[config.mk]
export PLATFORM = sky130hd
export DESIGN_NAME = uart_rx
export DESIGN_NICKNAME = d
export VERILOG_FILES = /design/src/rtl/uart_pkg.sv /design/src/rtl/uart_rx_sync.sv /design/src/rtl/uart_rx.sv
export SDC_FILE = /design/constraint.sdc
export NUM_CORES = 1
export LEC_CHECK = 0
export BUFFER_PORTS_ARGS = -buffer_cell sky130_fd_sc_hd__buf_2
export CAP_MARGIN = 40
export CORE_MARGIN = 3
export CORE_UTILIZATION = 45
export DETAILED_ROUTE_END_ITERATION = 6
export PLACE_DENSITY_LB_ADDON = 0.08
export REMOVE_ABC_BUFFERS = 1
export SYNTH_ARGS = -nofsm -noshare
export SYNTH_HDL_FRONTEND = slang
export SYNTH_SLANG_ARGS = --single-unit
[constraint.sdc]
create_clock -name clk_50m -period 1.7 [get_ports clk_50m]
set_clock_uncertainty 0.05 [all_clocks]
set_input_delay 0.085 -clock clk_50m [delete_from_list [all_inputs] [get_ports clk_50m]]
set_output_delay 0.085 -clock clk_50m [all_outputs]
set_load 0.03 [all_outputs]
[src/rtl/uart_pkg.sv]
// Shared UART types and defaults: receiver FSM states, frame geometry and a 3-input majority vote.
package uart_pkg;

  typedef enum logic [1:0] {IDLE, START, DATA, STOP} uart_rx_state_t;

  localparam int UART_OVERSAMPLE = 16;
  localparam int UART_DATA_BITS  = 8;

  function automatic logic maj3(input logic a, input logic b, input logic c);
    return (a & b) | (a & c) | (b & c);
  endfunction

endpackage

[src/rtl/uart_rx_sync.sv]
// Two-flop synchronizer for one asynchronous input; 2 cycles latency, reset value parameterized.
// No backpressure: passes the line level straight through.
module uart_rx_sync #(
  parameter logic RST_VAL = 1'b1
) (
  input  logic clk,
  input  logic rst,
  input  logic d,
  output logic q
);

  logic meta_q, meta_d;
  logic sync_q, sync_d;

  always_comb begin
    meta_d = d;
    sync_d = meta_q;
  end

  always_ff @(posedge clk) begin
    if (rst) begin
      meta_q <= RST_VAL;
      sync_q <= RST_VAL;
    end else begin
      meta_q <= meta_d;
      sync_q <= sync_d;
    end
  end

  assign q = sync_q;

endmodule

[src/rtl/uart_rx.sv]
// Oversampled 8N1 UART receiver with mid-bit majority vote; byte lands 2 cycles + ~9.5 bit times after start edge.
// No backpressure: rdy is held until rdy_clr, a byte arriving while rdy=1 overwrites data and flags overrun.
module uart_rx
  import uart_pkg::*;
#(
  parameter int DATA_BITS  = UART_DATA_BITS,
  parameter int OVERSAMPLE = UART_OVERSAMPLE
) (
  input  logic                 clk_50m,
  input  logic                 rst,
  input  logic                 rxclk_en,
  input  logic                 rx,
  input  logic                 rdy_clr,
  output logic [DATA_BITS-1:0] data,
  output logic                 rdy,
  output logic                 frame_err,
  output logic                 overrun,
  output logic                 busy
);

  localparam int SW = $clog2(OVERSAMPLE);
  localparam int BW = (DATA_BITS > 1) ? $clog2(DATA_BITS) : 1;
  localparam logic [SW-1:0] S_LAST = SW'(OVERSAMPLE - 1);
  localparam logic [SW-1:0] S_V0   = SW'(OVERSAMPLE / 2 - 1);
  localparam logic [SW-1:0] S_V1   = SW'(OVERSAMPLE / 2);
  localparam logic [SW-1:0] S_V2   = SW'(OVERSAMPLE / 2 + 1);
  localparam logic [BW-1:0] B_LAST = BW'(DATA_BITS - 1);

  logic rx_s;

  uart_rx_sync #(.RST_VAL(1'b1)) u_sync (
    .clk (clk_50m),
    .rst (rst),
    .d   (rx),
    .q   (rx_s)
  );

  uart_rx_state_t       state_q, state_d;
  logic [SW-1:0]        s_q, s_d;
  logic [BW-1:0]        bit_q, bit_d;
  logic [DATA_BITS-1:0] shreg_q, shreg_d;
  logic [1:0]           samp_q, samp_d;
  logic [DATA_BITS-1:0] data_q, data_d;
  logic                 rdy_q, rdy_d;
  logic                 fe_q, fe_d;
  logic                 ov_q, ov_d;
  logic                 vote;
  logic [SW-1:0]        s_inc;

  always_comb begin
    state_d = state_q;
    s_d     = s_q;
    bit_d   = bit_q;
    shreg_d = shreg_q;
    samp_d  = samp_q;
    data_d  = data_q;
    rdy_d   = rdy_q;
    fe_d    = fe_q;
    ov_d    = ov_q;
    vote    = maj3(samp_q[0], samp_q[1], rx_s);
    s_inc   = (s_q == S_LAST) ? '0 : s_q + 1'b1;

    // Clear first so that a set event later in this block wins.
    if (rdy_clr) begin
      rdy_d = 1'b0;
      fe_d  = 1'b0;
      ov_d  = 1'b0;
    end

    if (rxclk_en) begin
      if (s_q == S_V0) samp_d[0] = rx_s;
      if (s_q == S_V1) samp_d[1] = rx_s;

      unique case (state_q)
        IDLE: begin
          if (!rx_s) begin
            state_d = START;
            s_d     = SW'(1);
          end
        end
        START: begin
          s_d = s_inc;
          if (s_q == S_V2 && vote) begin
            state_d = IDLE;
            s_d     = '0;
          end else if (s_q == S_LAST) begin
            state_d = DATA;
            bit_d   = '0;
          end
        end
        DATA: begin
          s_d = s_inc;
          if (s_q == S_V2) shreg_d = {vote, shreg_q[DATA_BITS-1:1]};
          if (s_q == S_LAST) begin
            if (bit_q == B_LAST) state_d = STOP;
            else                 bit_d   = bit_q + 1'b1;
          end
        end
        STOP: begin
          s_d = s_inc;
          // Return to IDLE at the vote so back-to-back frames resync on the next start edge.
          if (s_q == S_V2) begin
            state_d = IDLE;
            s_d     = '0;
            if (vote) begin
              data_d = shreg_q;
              rdy_d  = 1'b1;
              if (rdy_q && !rdy_clr) ov_d = 1'b1;
            end else begin
              fe_d = 1'b1;
            end
          end
        end
        default: state_d = IDLE;
      endcase
    end
  end

  always_ff @(posedge clk_50m) begin
    if (rst) begin
      state_q <= IDLE;
      s_q     <= '0;
      bit_q   <= '0;
      shreg_q <= '0;
      samp_q  <= '0;
      data_q  <= '0;
      rdy_q   <= 1'b0;
      fe_q    <= 1'b0;
      ov_q    <= 1'b0;
    end else begin
      state_q <= state_d;
      s_q     <= s_d;
      bit_q   <= bit_d;
      shreg_q <= shreg_d;
      samp_q  <= samp_d;
      data_q  <= data_d;
      rdy_q   <= rdy_d;
      fe_q    <= fe_d;
      ov_q    <= ov_d;
    end
  end

  assign data      = data_q;
  assign rdy       = rdy_q;
  assign frame_err = fe_q;
  assign overrun   = ov_q;
  assign busy      = (state_q != IDLE);

endmodule

==> summary.md, run 1 <==
| Metric | Value |
|---|---|
| Max-slew headroom | between 60% and 70% |
| Hold Path Depth | 2 |
| Static Leakage | 0.768 nW |
| Syn Std Cell Area | approximately 0.0015 mm^2 |
| Fmax | 589 MHz |
| IO Port Bufs | 16 |
| Worst-path clk slew | about 0.09 ns |
| Unique cell type count in the Yosys netlist | 37 |
| Worst-Skew Late Latency | 0.33 ns |
| FF+latch area | 643 um^2 |
| Hold Path Origin | rxclk_en |
| Largest delay contributor family on the critical path | simple AND/OR/NAND/NOR gates |
| Die width | ~64 um |
| Worst vdd ir | 0.000402 V |
| Vias in the first global route | 1,100 |
| Most Frequent Cell on Critical Path | ha_4 |
| Filler cells | 293 |
| Final wirelength | 2710 um |
| Worst-path fanout max | 3 |
| Synth area leader | dfxtp_1 |
| Die area | 0.00411 mm^2 |
| Logic pwr share | 8.9% |
| R2R depth | 6 |
| Final non-filler cell total | ~230 |
| R2R Setup Slk | about 0.0027 ns |
| Pwr Total | 1.34 mW |
| Hold_ws | 0.0673 ns |
| CP startpoint kind | flop |
| Area of the core | 0.00313 mm^2 |
| Placed instance count | approximately 210 |
| Reg power frac | a little under three fifths |
| Initial antenna violation count | 0 |
| Layout cells sized above 1 | 28.2% |
| Remaining global-route overflow | 0 |
| Drt first-iter violations | 70 |
| Synth Register Bits | 32 |
| Clk pwr share | 34.0% |
| Top-area cell type share of the netlist area | between 40% and 50% |
| Pwr per Cell Area | 753 mW/mm^2 |
| Critical Path AT | approximately 1.8 ns |
| Layout area overhead | 17.4% |
| H-tree depth | 2 |
| Sw Share | 24.8% |
| Post-route antenna net violation count | 0 |
| Drc violations | 0 |
| Slowest stage cell on the critical path | or3b_4 |
| # rows | 20 |
| Setup tns final | 0 ns |
| Crit path required time | between 1.5 and 2 ns |
| DR vias | between 1,000 and 1,500 |
| Crit Path Class | flop to flop |
| Final Max Tran Viols | 0 |
| Area contributors post-synth | dfxtp_1, mux2i_1, nor2_1 |
| Largest net degree at the start of global routing | 33 |
| Syn Inst Count | 153 |
| Synthesis Warnings | 0 |
| Period utilisation layout | 99.8% |
| Psw | 0.333 mW |
| Worst Hold End | s_q[0] |
| Post-synthesis sequential area ratio | 42.1% |
| Clock buffer count from CTS | 5 |
| Initial Utilization | about half |
| RSZ-0062 raised after global routing | yes |
| Crit-path cells | ha_4, ha_4, or3b_4, a21oi_4, mux2i_1, nor2_1 |
| Gpl congestion | 0.765 |
| Via density | 5.00 |
| Clock Tree Buf Depth | 2 |
| HPWL after DPL | 1890 um |
| Int Pwr | between 1 and 1.5 mW |
| WP buf/inv | 0 |
| Max-capacitance violation count | 0 |
| Fin crit period | 1.70 ns |
| Die Y | 64.1 um |
| N_diodes | 0 |
| Multi-input logic area | 796 um^2 |
| GRT Util Overall | 14.8% |
| Slew @ Worst Pin | 0.565 ns |
| First drt pass iteration count | 4 |
| # IOs | 17 |
| Final Hold Viols | 0 |
| Type of the tightest min-delay check | input pin to flop |
| Levels on crit path | 6 |
| First-pass GRT wire length | 4800 um |
| Capturing element type of the critical path | flop |
| # setup viols final | 0 |
| Slowest stage delay, CP | ~0.38 ns |
| CTS tree | built |
| CTS Sinks | 32 |
| Syn Area/Cell | 9.94 um^2 |
| Final #Nets | 190 |
| Reg2reg end | bit_q[1] |
| Status | finished clean |
| Wire per inst | between 10 and 15 um |
| Root Buffer | clkbuf_4 |
| Critical R2R Launch | bit_q[1] |
[power by group through the flow]
stage	registers, mW	clock network, mW	logic (mW)
finish	0.768	0.457	0.119
global route	0.770	0.508	0.133
CTS	0.768	0.480	0.119
detailed placement	0.785	0	0.114
global placement	0.785	0	0.112
floorplan	0.784	0	0.0656
[layout make-up]
class                   count  share of cell area [%]
multi-input cells         107                    44.5
well taps                  44                    3.08
clock inverters             1                   0.420
flip-flops and latches     32                    36.0
inverters                   4                   0.840
repair buffers             30                    12.0
clock buffers               7                    3.08
[Yosys cell counts (all sizes together)]
master   count
or2          2
or2b         1
nand4        3
o2bb2ai      1
o211ai       1
nand4b       4
a31oi        2
and4b        2
a21o         1
maj3         1
nand2        7
o22ai        2
nor3b        1
o21ai        3
a311oi       1
or3b         1
nor4b        1
mux2i       19
a21boi       2
nand3        2
and3b        3
inv          4
buf          5
nand3b       3
nor2        28
bufbuf       1
dfxtp       32
clkbuf       4
ha           5
nand2b       3
a21oi        8
[placed cells by master, fill, tap and decap left out, types with 3 or more instances in the layout]
| cell | instances |
|---|---|
| a21oi_1 | 7 |
| and3b_1 | 3 |
| buf_2 | 16 |
| buf_4 | 10 |
| clkbuf_4 | 5 |
| dfxtp_1 | 30 |
| inv_1 | 4 |
| mux2i_1 | 18 |
| nand2_1 | 7 |
| nand2b_1 | 3 |
| nand3b_1 | 3 |
| nand4_1 | 3 |
| nand4b_1 | 4 |
| nor2_1 | 27 |
| o21ai_0 | 3 |
[worst max-delay path by stage]
stage             start       end
5_1_grt        bit_q[1]  bit_q[1]
3_5_place_dp   bit_q[0]  bit_q[1]
2_1_floorplan    s_q[1]   data[0]
6_report       bit_q[1]  bit_q[1]
4_1_cts        bit_q[1]  bit_q[1]
3_3_place_gp   bit_q[0]  bit_q[1]
[metrics by stage]
| step | utilization [%] | instance area (um^2) | setup slack, ns |
|---|---|---|---|
| after detailed placement | 52.5 | 1640 | -0.0839 |
| after global placement | 52.5 | 1640 | -0.00488 |
| after floorplan | - | 1410 | 0.0120 |
| after global routing | 57.1 | 1790 | -0.0898 |
| after CTS | 56.6 | 1770 | 0.00270 |
| final | 57.1 | 1790 | 0.00271 |
[routing by layer]
| layer | vias up | track usage [%] | wire, um |
|---|---|---|---|
| met5 | - | 0 | 0 |
| li1 | 589 | - | - |
| met4 | 0 | 7.12 | 39 |
| met2 | 15 | 24.1 | 1280 |
| met3 | 4 | 3.69 | 65 |
| met1 | 516 | 18.3 | 1320 |
[logic make-up (layout without fill, tap and decap cells)]
| logic type | after synthesis | in the layout | synth area share [%] |
|---|---|---|---|
| compound gates | 21 | 21 | 9.95 |
| flops | 32 | 32 | 42.1 |
| buf+inv | 14 | 42 | 8.47 |
| fa+ha+maj | 6 | 6 | 4.85 |
| mux | 19 | 19 | 12.5 |
| simple gates | 61 | 61 | 22.1 |
[state kept, by name, indices dropped and copies added, names as in the netlist, 2 cells and up, named ones only]
name     count
shreg_q      8
bit_q        3
s_q          4
data         8
samp_q       2
[what timing repair did]
item / 4_1_cts / 5_1_grt
hold buffers: 2 / 0
setup endpoints to repair: 4 / 16
buffers inserted: 1 / 1
endpoints found under the hold margin: 4 / 0
pin swaps: 3 / 4
gates resized for setup: 8 / 3
[worst reg2reg max path, stage by stage, from the launching register on]
cell,delay [ns]
dfxtp_2,0.35
ha_4,0.16
ha_4,0.15
or3b_4,0.38
a21oi_4,0.21
mux2i_1,0.22
nor2_1,0.05
Power figures use the tool's default switching activity.
==> run 2: changes to the inputs <==
--- a/config.mk
+++ b/config.mk
@@ -14,4 +14,5 @@
 export REMOVE_ABC_BUFFERS = 1
 export SYNTH_ARGS = -nofsm -noshare
 export SYNTH_HDL_FRONTEND = slang
+export SYNTH_HIERARCHICAL = 1
 export SYNTH_SLANG_ARGS = --single-unit
==> constraint.sdc (replaced) <==
create_clock -name clk_50m -period 1.7 [get_ports clk_50m]
set_clock_uncertainty 0.05 [all_clocks]
set_input_delay 0.255 -clock clk_50m [delete_from_list [all_inputs] [get_ports clk_50m]]
set_output_delay 0.255 -clock clk_50m [all_outputs]
set_load 0.03 [all_outputs]
==> run 2 against run 1 <==
- die area is 4.9% lower
- first-iteration DRC count is 64% lower
- via count is 1.2% lower
- worst setup slack improved by 0.065 ns
- sequential share of layout area grew 2.6 points
- critical path depth up 1
- hold slack lost 0.013 ns
- combinational power shrank 59%
- fmax increased by 4.0%
- design area is 6.5% lower
- power shrank 7.0%
- synthesized cell count shrank 1.3%
- critical path type unchanged
- critical endpoint is now data[4]
==> summary.md, run 2 <==
| Metric | Value |
|---|---|
| Most frequent cell after synthesis | dfxtp_1 (unchanged) |
| Crit path required time | 1.85 ns (about the same) |
| Remaining global-route overflow | 0 (unchanged) |
| RSZ-0062 raised after global routing | yes (unchanged) |
| Final Max Tran Viols | 0 (unchanged) |
| R2R Setup Slk | 0.07 ns (was 0.003 ns) |
| Clock buffer count from CTS | 5 (unchanged) |
| Capturing element type of the critical path | flop (unchanged) |
| Largest net degree at the start of global routing | 33 (unchanged) |
| GRT Util Overall | 15.0% (was 14.8%) |
| FF+latch area | 644 um^2 (was 643 um^2) |
| Hold-fix buffers, CTS | 0 (was 2) |
| CP startpoint kind | flop (unchanged) |
| Status | finished clean (unchanged) |
| Gpl congestion | 0.927 (was 0.765) |
| Max-slew headroom | 62.9% (was 62.3%) |
| Syn Std Cell Area | 0.00144 mm^2 (was 0.00152 mm^2) |
| Static Leakage | 0.648 nW (was 0.768 nW) |
| Worst slack at placement | 0.0507 ns (was -0.0839 ns) |
| N_diodes | 0 (unchanged) |
| R2R depth | 7 (was 6) |
| Setup tns final | 0 ns (unchanged) |
| Drc violations | 0 (unchanged) |
| Via density | 5.17 (was 5.00) |
| Post-synthesis async set-or-reset flop share | 0% (unchanged) |
| IO Port Bufs | 16 (unchanged) |
| DR vias | 1,111 (was 1,124) |
| Primary FF master, synth | dfxtp_1 (unchanged) |
| Post-synthesis sequential area ratio | 44.5% (was 42.1%) |
| Pwr Total | 1.25 mW (was 1.34 mW) |
| First drt pass iteration count | 5 (was 4) |
| Drt first-iter violations | 25 (was 70) |
| Layout area overhead | 16.1% (was 17.4%) |
| Slew @ Worst Pin | 0.556 ns (was 0.565 ns) |
| Crit Path Class | flop to flop (unchanged) |
| Most frequent cells in the layout | nor2_1, dfxtp_1, mux2i_1, buf_2 (was dfxtp_1, nor2_1, mux2i_1, buf_2, buf_4) |
| Wire per inst | 12.5 um (was 12.0 um) |
| Pwr per Cell Area | 749 mW/mm^2 (was 753 mW/mm^2) |
| HPWL after DPL | 1870 um (was 1890 um) |
| Post-Layout Inst Area | 0.00167 mm^2 (was 0.00179 mm^2) |
| Synthesis Warnings | 6 (was 0) |
| Hold Path Origin | rdy_clr (was rxclk_en) |
| Syn Area/Cell | 9.53 um^2 (was 9.94 um^2) |
| Multi-input logic area | 737 um^2 (was 796 um^2) |
| Syn Inst Count | 151 (was 153) |
| Reg2reg end | data[4] (was bit_q[1]) |
| Period utilisation layout | 96.0% (was 99.8%) |
| # IOs | 17 (unchanged) |
| Post-synth top cells | dfxtp_1, nor2_1, mux2i_1 (unchanged) |
| Final wirelength | 2690 um (was 2710 um) |
| Fmax | 613 MHz (was 589 MHz) |
| Fin crit period | 1.63 ns (was 1.70 ns) |
| Clock Tree Buf Depth | 2 (unchanged) |
| Hold Path Depth | 2 (unchanged) |
| Initial Utilization | 49.6% (was 48.6%) |
| Critical Path AT | 1.78 ns (was 1.84 ns) |
| Filler cells | 270 (was 293) |
| CTS tree | built (unchanged) |
| Die Y | 62.5 um (was 64.1 um) |
| Final #Nets | 182 (was 190) |
| Worst-path clk slew | 0.10 ns (was 0.09 ns) |
| Synth Register Bits | 32 (unchanged) |
| Type of the tightest min-delay check | input pin to flop (unchanged) |
| Worst-path fanout max | 8 (was 3) |
| Synth area leader | dfxtp_1 (unchanged) |
| Area contributors post-synth | dfxtp_1, mux2i_1, nor2_1 (unchanged) |
| Max-capacitance violation count | 0 (unchanged) |
| CTS Sinks | 32 (unchanged) |
| Dpl cell area | 0.00158 mm^2 (was 0.00164 mm^2) |
| # setup viols final | 0 (unchanged) |
| Top-area cell type share of the netlist area | 44.5% (was 42.1%) |
| Die width | 62.5 um (was 64.1 um) |
| Worst-Skew Late Latency | 0.32 ns (was 0.33 ns) |
| Layout cells sized above 1 | 27.2% (was 28.2%) |
| Critical R2R Launch | s_q[1] (was bit_q[1]) |
| Die area | 0.00391 mm^2 (was 0.00411 mm^2) |
| Fin worst setup slack | 0.0676 ns (was 0.00271 ns) |
| Worst vdd ir | 0.000737 V (was 0.000402 V) |
| Root Buffer | clkbuf_4 (unchanged) |
| Initial antenna violation count | 0 (unchanged) |
| # rows | 19 (was 20) |
| Final Hold Viols | 0 (unchanged) |
| Area of the core | 0.00290 mm^2 (was 0.00313 mm^2) |
| Unique cell type count in the Yosys netlist | 35 (was 37) |
| Post-synth EDFFs | 0 (unchanged) |
| First-pass GRT wire length | 4700 um (was 4800 um) |
| Post-route antenna net violation count | 0 (unchanged) |
| Vias in the first global route | 1,066 (was 1,100) |
| Worst Hold End | overrun (was s_q[0]) |
| H-tree depth | 2 (unchanged) |
-- run 2: power breakdown --
group	internal, mW	switching [mW]	total [mW]
sequential	0.753	0.00373	0.757
combinational	0.0178	0.0310	0.0488
clock	0.197	0.249	0.445
-- run 2: stage by stage --
stage	utilization, %	hold WS [ns]	instances
final	57.6	0.0547	215
after global routing	57.6	0.0434	215
after CTS	56.5	0.0462	214
after detailed placement	54.4	0.347	206
after global placement	54.4	0.342	206
after floorplan	-	0.274	141
-- run 2: what timing repair did --
item | CTS | global route
buffers inserted | 0 | 1
endpoints found under the setup margin | 0 | 17
gates resized for setup | 0 | 11
-- run 2: per-layer routing --
layer / global-route usage, % / part of all wire (%) / vias to the layer above / routed length, um
met5: 0 / 0 / - / 0
met4: 6.06 / 1.8 / 0 / 48
met3: 7.01 / 5.8 / 7 / 157
met2: 21.6 / 43 / 26 / 1140
met1: 19.2 / 50 / 508 / 1340
li1: - / - / 570 / -
-- run 2: worst max path at each step --
stage / start / end / slack (ns) / cells past startpoint
3_3_place_gp: s_q[1] / data[6] / 0.11 / 7
5_1_grt: s_q[1] / data[4] / -0.02 / 7
3_5_place_dp: s_q[1] / data[4] / 0.05 / 7
2_1_floorplan: s_q[0] / shreg_q[0] / -0.12 / 5
6_report: s_q[1] / data[4] / 0.07 / 7
4_1_cts: state_q[0] / busy / 0.02 / 2
-- run 2: cells by family (layout without fill, tap and decap cells) --
family | count (synthesis) | in the layout | share of synthesized area, %
and+or+nand+nor | 61 | 61 | 22.8
DFF | 32 | 32 | 44.5
AOI/OAI and AO/OA | 19 | 19 | 9.57
muxes | 18 | 18 | 12.5
buffers and inverters | 15 | 37 | 5.48
adders and majority gates | 6 | 6 | 5.13
-- run 2: critical path, stage by stage (launching register included) --
cell and delay [ns]:
dfxtp_2 0.33, inv_2 0.06, ha_2 0.16, and4b_2 0.27, and4_4 0.25, buf_12 0.13
mux2i_2 0.21, nor2_1 0.05
-- run 2: layout make-up --
| type | count | area share [%] |
|---|---|---|
| Multi-Input combinational cell | 104 | 44.1 |
| Clock inverter | 2 | 0.599 |
| Timing Repair Buffer | 24 | 9.36 |
| Sequential cell | 32 | 38.6 |
| Tap cell | 42 | 3.15 |
| Inverter | 5 | 1.12 |
| Clock buffer | 6 | 3.07 |
==> run 3: changes to the inputs <==
--- a/config.mk
+++ b/config.mk
@@ -5,10 +5,12 @@
 export SDC_FILE = /design/constraint.sdc
 export NUM_CORES = 1
 export LEC_CHECK = 0
+export ABC_AREA = 1
 export BUFFER_PORTS_ARGS = -buffer_cell sky130_fd_sc_hd__buf_2
 export CAP_MARGIN = 40
 export CORE_MARGIN = 3
 export CORE_UTILIZATION = 45
+export CTS_BUF_LIST = sky130_fd_sc_hd__clkbuf_4
 export DETAILED_ROUTE_END_ITERATION = 6
 export PLACE_DENSITY_LB_ADDON = 0.08
 export REMOVE_ABC_BUFFERS = 1
==> run 3 against run 2 <==
- register-to-register slack improved by 0.07 ns
- power up 13%
- synthesized cell count increased by 28%
==> summary.md, run 3 <==
| Metric | Value |
|---|---|
| Status | finished clean (unchanged) |
| Final Max Tran Viols | 0 (unchanged) |
| Reg power frac | 53.9% (was 60.5%) |
| Post-Route Utilization | 57.6% (about the same) |
| Post-synthesis async set-or-reset flop share | 0% (unchanged) |
| Pwr per Cell Area | 855 mW/mm^2 (was 749 mW/mm^2) |
| # IOs | 17 (unchanged) |
| Root Buffer | clkbuf_4 (unchanged) |
| Post-route antenna net violation count | 0 (unchanged) |
| Wire per inst | 11.1 um (was 12.5 um) |
| Type of the tightest min-delay check | input pin to flop (unchanged) |
| Largest net degree at the start of global routing | 21 (was 33) |
| Psw | 0.311 mW (was 0.284 mW) |
| Syn Area/Cell | 7.39 um^2 (was 9.53 um^2) |
| Vias in the first global route | 1,169 (was 1,066) |
| IO Port Bufs | 16 (unchanged) |
| Drt first-iter violations | 34 (was 25) |
| CP startpoint kind | flop (unchanged) |
| Remaining global-route overflow | 0 (unchanged) |
| Clock Tree Buf Depth | 2 (unchanged) |
| N_diodes | 0 (unchanged) |
| Clock buffer count from CTS | 5 (unchanged) |
| Clk pwr share | 40.6% (was 35.6%) |
| Fin crit period | 1.56 ns (was 1.63 ns) |
| Slew @ Worst Pin | 0.226 ns (was 0.556 ns) |
| Period utilisation layout | 91.9% (was 96.0%) |
| First-pass GRT wire length | 4930 um (was 4700 um) |
| Setup tns final | 0 ns (unchanged) |
| Synth Register Bits | 32 (unchanged) |
| Drc violations | 0 (unchanged) |
| Primary FF master, synth | dfxtp_1 (unchanged) |
| Post-synthesis sequential area ratio | 44.9% (was 44.5%) |
| Synth area leader | dfxtp_1 (unchanged) |
| Crit path required time | 1.87 ns (was 1.85 ns) |
| CTS tree | built (unchanged) |
| CTS Sinks | 32 (unchanged) |
| Layout cells sized above 1 | 21.3% (was 27.2%) |
| Critical Path AT | 1.73 ns (was 1.78 ns) |
| GRT Util Overall | 15.8% (was 15.0%) |
| Initial Utilization | 49.6% (about the same) |
| Most frequent cell after synthesis | nor2_1 (was dfxtp_1) |
| Initial antenna violation count | 0 (unchanged) |
| Crit Path Class | flop to flop (unchanged) |
| Fmax | 640 MHz (was 613 MHz) |
| HPWL after DPL | 2050 um (was 1870 um) |
| Max-capacitance violation count | 0 (unchanged) |
| Logic pwr share | 5.5% (was 3.9%) |
| # rows | 19 (unchanged) |
| # setup viols final | 0 (unchanged) |
| R2R Setup Slk | 0.14 ns (was 0.07 ns) |
| Worst-path clk slew | 0.10 ns (about the same) |
| Unique cell type count in the Yosys netlist | 21 (was 35) |
| Max-slew headroom | 84.8% (was 62.9%) |
| Sw Share | 22.0% (was 22.7%) |
| Capturing element type of the critical path | flop (unchanged) |
| Most frequent cells in the layout | nor2_1, nand2_1, dfxtp_1, o21ai_0, inv_1 (was nor2_1, dfxtp_1, mux2i_1, buf_2) |
| Synthesis Warnings | 6 (unchanged) |
| Worst vdd ir | 0.000597 V (was 0.000737 V) |
| Worst-Skew Late Latency | 0.32 ns (about the same) |
| Syn Std Cell Area | 0.00143 mm^2 (was 0.00144 mm^2) |
| Die width | 62.3 um (was 62.5 um) |
| Worst-path fanout max | 6 (was 8) |
| Post-synth EDFFs | 0 (unchanged) |
| First drt pass iteration count | 4 (was 5) |
| Gpl congestion | 0.868 (was 0.927) |
| RSZ-0062 raised after global routing | no (was yes) |
| Syn Inst Count | 193 (was 151) |
| Die Y | 62.3 um (was 62.5 um) |
| Commonest non-fill, non-tap cell in the layout | nor2_1 |
| Area of the core | 0.00288 mm^2 (was 0.00290 mm^2) |
| Hold-fix buffers, CTS | 0 (unchanged) |
| Filler cells | 285 (was 270) |
| Via density | 4.84 (was 5.17) |
| H-tree depth | 2 (unchanged) |
| Final #Nets | 225 (was 182) |
| Layout area overhead | 16.2% (was 16.1%) |
| Static Leakage | 0.721 nW (was 0.648 nW) |
| Int Pwr | 1.11 mW (was 0.968 mW) |
| Top-area cell type share of the netlist area | 44.9% (was 44.5%) |
| Final wirelength | 2860 um (was 2690 um) |
| Die area | 0.00388 mm^2 (was 0.00391 mm^2) |
| DR vias | 1,249 (was 1,111) |
| Final Hold Viols | 0 (unchanged) |
| Area contributors post-synth | dfxtp_1, nor2_1, nand2_1 (was dfxtp_1, mux2i_1, nor2_1) |
| Post-synth top cells | nor2_1, dfxtp_1, nand2_1 (was dfxtp_1, nor2_1, mux2i_1) |
run 3: cell count changes after synthesis, sizes merged, moves of 3 or more:
cell | before | now
or2 | 3 | 0
a21oi | 6 | 15
nand4b | 4 | 0
inv | 5 | 21
nor2 | 29 | 42
buf | 7 | 0
nand3 | 4 | 12
nand2b | 4 | 0
a22oi | 3 | 0
nand2 | 4 | 34
a31oi | 3 | 0
mux2i | 18 | 0
o21ai | 3 | 23
run 3: worst max-delay path: stages, from the launching register on:
cell     delay (ns)
dfxtp_1        0.42
ha_2           0.24
nand3_2        0.15
nand2_1        0.14
nand2_1        0.08
nor2_2         0.19
o21ai_0        0.11
nand2_1        0.07
nor2_1         0.03
run 3: repair_timing:
item	4_1_cts	5_1_grt
resized for setup	0	2
buffers inserted	0	1
endpoints found under the setup margin	0	6
run 3: final timing paths:
check	from	to	depth (start not counted)
hold / removal	rx	u_sync/meta_q	3
setup reg to reg	s_q[1]	bit_q[0]	8
setup / recovery	s_q[1]	bit_q[0]	8
hold reg to reg	u_sync/meta_q	u_sync/q	2
run 3: logic make-up (layout without fill, tap and decap cells):
logic type | count (synthesis) | after routing | synth area share, %
and+or+nand+nor | 92 | 92 | 29.0
AOI/OAI and AO/OA | 39 | 39 | 15.0
DFF | 32 | 32 | 44.9
buffers and inverters | 25 | 48 | 6.67
adders and majority gates | 5 | 5 | 4.39
run 3: stage by stage:
step,total power [mW],instance area [um^2],setup slack [ns],hold slack (ns),std cells
after floorplan,0.833,1420,0.322,0.274,190
after CTS,1.43,1640,0.108,0.0384,257
after detailed placement,0.859,1560,0.128,0.350,249
after global placement,0.857,1560,0.196,0.343,249
final,1.42,1660,0.139,0.0487,258
after global routing,1.48,1660,0.00153,0.0492,258
run 3: power by group through the flow:
| stage | registers (mW) | clock network (mW) | logic (mW) |
|---|---|---|---|
| floorplan | 0.780 | 0 | 0.0538 |
| global placement | 0.781 | 0 | 0.0764 |
| detailed placement | 0.781 | 0 | 0.0779 |
| CTS | 0.764 | 0.591 | 0.0784 |
| global route | 0.766 | 0.626 | 0.0905 |
| finish | 0.764 | 0.575 | 0.0785 |
run 3: area by class of cell:
type                       count  area, um^2  area share [%]
clock inverter                 2        35.0            2.11
clock buffer                   6        45.0            2.72
tap                           42        52.6            3.17
sequential                    32         641            38.6
inverter                      22        83.8            5.06
timing repair buffer          18         108            6.49
multi-input combinational    136         693            41.8
run 3: metal layers:
layer | GRT usage [%] | routed length (um) | part of all wire (%)
met1 | 20.3 | 1410 | 49
met2 | 24.9 | 1290 | 45
met3 | 4.50 | 120 | 4.2
met4 | 6.89 | 38 | 1.3
met5 | 0 | 0 | 0
